**src/rtl/tff_div_pkg.sv**
```systemverilog
// Shared definitions for the programmable T-flip-flop clock-enable divider.
// Holds the divisor-change FSM encoding and the divisor clamp rule.
package tff_div_pkg;

   typedef enum logic {
      IDLE = 1'b0,
      PEND = 1'b1
   } state_e;

   // Divisors of 0 or 1 cannot form a two-phase period, so they run as 2.
   function automatic logic [31:0] clamp_div(input logic [31:0] v);
      return (v < 32'd2) ? 32'd2 : v;
   endfunction

endpackage

```
**src/rtl/tff_divider_cell.sv**
```systemverilog
// Synchronous-reset toggle stage driving the divided level and its complement.
// load_zero wins over t so a newly applied divisor always starts from q=0.
module tff_cell (
   input  logic clk,
   input  logic reset,
   input  logic t,
   input  logic load_zero,
   output logic q,
   output logic q_bar
);

   logic q_q;
   logic q_d;

   always_comb begin
      q_d = q_q;
      if (load_zero) begin
         q_d = 1'b0;
      end else if (t) begin
         q_d = ~q_q;
      end
   end

   always_ff @(posedge clk) begin
      if (reset) begin
         q_q <= 1'b0;
      end else begin
         q_q <= q_d;
      end
   end

   assign q     = q_q;
   assign q_bar = ~q_q;

endmodule

```
**src/rtl/tff_divider.sv**
```systemverilog
// Programmable clock-enable divider: phase counter, tick strobe and a
// load/ack handshake that swaps the divisor only at a period boundary.
module tff_divider
   import tff_div_pkg::*;
#(
   parameter int WIDTH     = 8,
   parameter int RESET_DIV = 4
) (
   input  logic             clk,
   input  logic             reset,
   input  logic             en,
   input  logic [WIDTH-1:0] div_val,
   input  logic             div_load,
   output logic             div_ack,
   output logic             busy,
   output logic [WIDTH-1:0] cnt,
   output logic             q,
   output logic             q_bar,
   output logic             tick
);

   localparam logic [WIDTH-1:0] ONE     = WIDTH'(1);
   localparam logic [WIDTH-1:0] RESET_D = WIDTH'(clamp_div(32'(RESET_DIV)));

   state_e           state_q, state_d;
   logic [WIDTH-1:0] div_q, div_d;
   logic [WIDTH-1:0] pend_q, pend_d;
   logic [WIDTH-1:0] cnt_q, cnt_d;
   logic             tick_q, tick_d;
   logic             ack_q, ack_d;
   logic [WIDTH-1:0] half;
   logic             wrap;
   logic             t;
   logic             load_zero;

   assign half = div_q >> 1;
   assign wrap = en && (cnt_q == div_q - ONE);

   always_comb begin
      state_d   = state_q;
      div_d     = div_q;
      pend_d    = pend_q;
      cnt_d     = cnt_q;
      tick_d    = 1'b0;
      ack_d     = 1'b0;
      t         = 1'b0;
      load_zero = 1'b0;

      if (en) begin
         t      = (cnt_q == half - ONE) || (cnt_q == div_q - ONE);
         cnt_d  = wrap ? '0 : cnt_q + ONE;
         tick_d = wrap;
      end

      // A load on the same edge as an apply opportunity only recaptures,
      // so the swap is pushed to the next boundary.
      case (state_q)
         IDLE: begin
            if (div_load) begin
               pend_d  = div_val;
               state_d = PEND;
            end
         end
         PEND: begin
            if (div_load) begin
               pend_d = div_val;
            end else if (wrap || !en) begin
               div_d     = WIDTH'(clamp_div(32'(pend_q)));
               cnt_d     = '0;
               load_zero = 1'b1;
               ack_d     = 1'b1;
               state_d   = IDLE;
            end
         end
         default: state_d = IDLE;
      endcase
   end

   always_ff @(posedge clk) begin
      if (reset) begin
         state_q <= IDLE;
         div_q   <= RESET_D;
         cnt_q   <= '0;
         tick_q  <= 1'b0;
         ack_q   <= 1'b0;
      end else begin
         state_q <= state_d;
         div_q   <= div_d;
         cnt_q   <= cnt_d;
         tick_q  <= tick_d;
         ack_q   <= ack_d;
      end
   end

   // The pending value is only meaningful in PEND, so it carries no reset.
   always_ff @(posedge clk) begin
      pend_q <= pend_d;
   end

   tff_cell u_cell (
      .clk       (clk),
      .reset     (reset),
      .t         (t),
      .load_zero (load_zero),
      .q         (q),
      .q_bar     (q_bar)
   );

   assign cnt     = cnt_q;
   assign tick    = tick_q;
   assign div_ack = ack_q;
   assign busy    = (state_q == PEND);

endmodule

```
**config.mk**
```make
export PLATFORM = sky130hd
export DESIGN_NAME = tff_divider
export DESIGN_NICKNAME = d
export VERILOG_FILES = /design/src/rtl/tff_div_pkg.sv /design/src/rtl/tff_divider_cell.sv /design/src/rtl/tff_divider.sv
export SDC_FILE = /design/constraint.sdc
export NUM_CORES = 1
export LEC_CHECK = 0
export ABC_AREA = 1
export BUFFER_PORTS_ARGS = -buffer_cell sky130_fd_sc_hd__buf_2
export CAP_MARGIN = 20
export CORE_MARGIN = 3
export CORE_UTILIZATION = 60
export CTS_CLUSTER_DIAMETER = 30
export DETAILED_ROUTE_END_ITERATION = 8
export PLACE_DENSITY_LB_ADDON = 0.12
export REMOVE_ABC_BUFFERS = 1
export SYNTH_ARGS = -nofsm -noshare
export SYNTH_HDL_FRONTEND = slang
export SYNTH_SLANG_ARGS = --single-unit
```
**constraint.sdc**
```tcl
create_clock -name clk -period 5.1 [get_ports clk]
set_input_delay 1.275 -clock clk [delete_from_list [all_inputs] [get_ports clk]]
set_output_delay 1.275 -clock clk [all_outputs]
set_load 0.01 [all_outputs]
```
==> reports/metrics.csv <==
metric,value,unit
hold buffers post-CTS,0,
leakage,0.957,nW
Async SR Flop Fraction,0,%
fraction of layout instances using a drive strength above 1,13.8,%
routed len/inst,12.8,µm
Worst Setup Path Type,reg -> out,
dominant cells by area after synthesis,"dfxtp_1 24%, nand2_1 19%, edfxtp_1 14%",
hold path depth,2,
Root Buffer,clkbuf_4,
RSZ-0062 raised after global routing,false,
GP Congestion,0.969,
Netlist Area Pre-Place,1690,µm²
largest area contributor in the netlist,dfxtp_1,
register area share after synthesis,37.9,%
clock skew,7.60,ps
largest net degree at the start of global routing,17,
final wirelength,3810,µm
status,"complete, no violations",
# clock sinks,28,
Cell variety after synth,28,
Final Max Tran Viols,0,
antenna-violating nets left,0,
clk slew on worst S/H paths,140,ps
global-route congestion overflow total,0,
CTS tree,yes,
"count leader, synth",nand2_1,
row count,18,
Max VDD drop,0.252,mV
crit path time final,2330,ps
Worst Setup End Kind,output port,
Vias/cell,5.26,
CP max FO,7,
initial drt markers,78,
Placed Cells,294,
Resize count post-CTS,0,
startpoint types,register,
Max clock buf depth,2,
die boundary height,59.1,µm
TNS Setup,0,ps
Ant. Diodes,0,
cells on worst reg2reg path,15,
I/O pin count,25,
synthesis-to-layout area growth,10.1,%
final-report setup violation count,0,
core area,2570,µm²
"Core Util, Final",72.5,%
clk_lat worst skew,340,ps
period utilisation layout,45.7,%
Total Routing Usage GR,24.5,%
critical path required time,3830,ps
WP data arrival,1060,ps
Crit path largest cell delay,530,ps
via count,1568,
"top cells by count, synth","84 x nand2_1, 31 x nand3_1, 28 x nor2_1, 26 x inv_1, 20 x dfxtp_1",
Least-Margin Pin Slew,403,ps
Hold Slack,496,ps
effective utilization at floorplan,65.8,%
"Setup Fix Bufs, Post-CTS",0,
WP buf/inv,1,
CP Cell Sequence,buf_2,
Slowest cell on crit path,dfxtp_1,
Synth warnings,0,
Post-synth EDFFs,8,
post-detail-place hpwl,2990,µm
"Net count, final",284,
Die X,59.1,µm
initial antenna violation count,0,
vias in the first global route,1428,
dominant synthesized flop cell,dfxtp_1,
first-pass GRT wire length,6420,µm
top cell family by delay on the critical path,flip-flops,
# DRC,0,
worst hold path class,reg -> reg,
CTS buffer count,3,
Final Hold Vio Count,0,
Slew headroom,73.1,%
Non-Filler Instances,298,
# H-tree levels,1,
DIE AREA,3490,µm²
Synth Area per Inst,6.90,µm²
maxcap violations,0,
Synth top area share,23.7,%
FMAX,0.429,GHz
#FFs+latches synth,28,
Cells after Synth,245,
cell area power density,247,nW/µm²
drt first pass iters,4,
Port-buffer cells,24,
Stages on worst setup path,1,
-- registers in the layout, indices dropped and copies added (netlist names) --
| name | count |
|---|---|
| pend_q | 8 |
| div_q | 8 |
| div_ack | 1 |
| u_cell.q | 1 |
| busy | 1 |
| tick | 1 |
| cnt | 8 |
-- per-layer routing --
metal	vias to the layer above	track usage [%]	part of all wire, %
met5	-	0	0
met4	0	9.39	0.95
met3	5	3.49	7.2
met2	58	38.2	46
met1	684	34.4	46
li1	821	-	-
-- path summary, 6_finish.rpt --
check | endpoint | slack (ps) | from
max | cnt[2] | 2770 | cnt[2]
min | busy | 500 | busy
max reg2reg | div_q[3] | 3010 | div_q[2]
min reg2reg | busy | 500 | busy
-- kinds of logic (layout without fill, tap and decap cells) --
logic type / Yosys count / after routing / synth area share, %
xor+xnor: 14 / 14 / 7.25
buf+inv: 33 / 56 / 8.59
compound gates: 10 / 10 / 3.33
fa+ha+maj: 3 / 3 / 2.22
flops: 28 / 28 / 37.9
simple gates: 157 / 157 / 40.7
-- metrics by stage --
step	instance area [µm²]	power (mW)	setup slack, ps
global route	1860	0.481	2710
finish	1860	0.459	2770
global placement	1810	0.318	2820
CTS	1860	0.461	2760
detailed placement	1810	0.319	2780
floorplan	1650	0.297	3070
-- cell type report --
type	count	area, µm²
repair buffers	24	120
inverters	28	105
fillers	230	707
clock buffers	3	22.5
clock inverters	1	30.0
well taps	30	37.5
flip-flops and latches	28	641
multi-input cells	184	905
-- report_power, final --
part / internal, mW / switching (mW)
Combinational: 0.0251 / 0.0403
Sequential: 0.239 / 0.00986
Clock: 0.0796 / 0.0652
-- cell usage in the layout, fill, tap and decap left out, types with 3 or more instances in the layout --
cell type,netlist,routed
nand2_1,84,84
nand3_1,31,31
nor2_1,28,28
inv_1,26,26
buf_2,2,24
dfxtp_1,20,20
edfxtp_1,8,8
xnor2_1,7,7
xor2_1,7,7
a21oi_1,4,4
o21ai_0,3,3
ha_1,3,3
clkbuf_4,0,3
(Power assumes the default switching activity.)
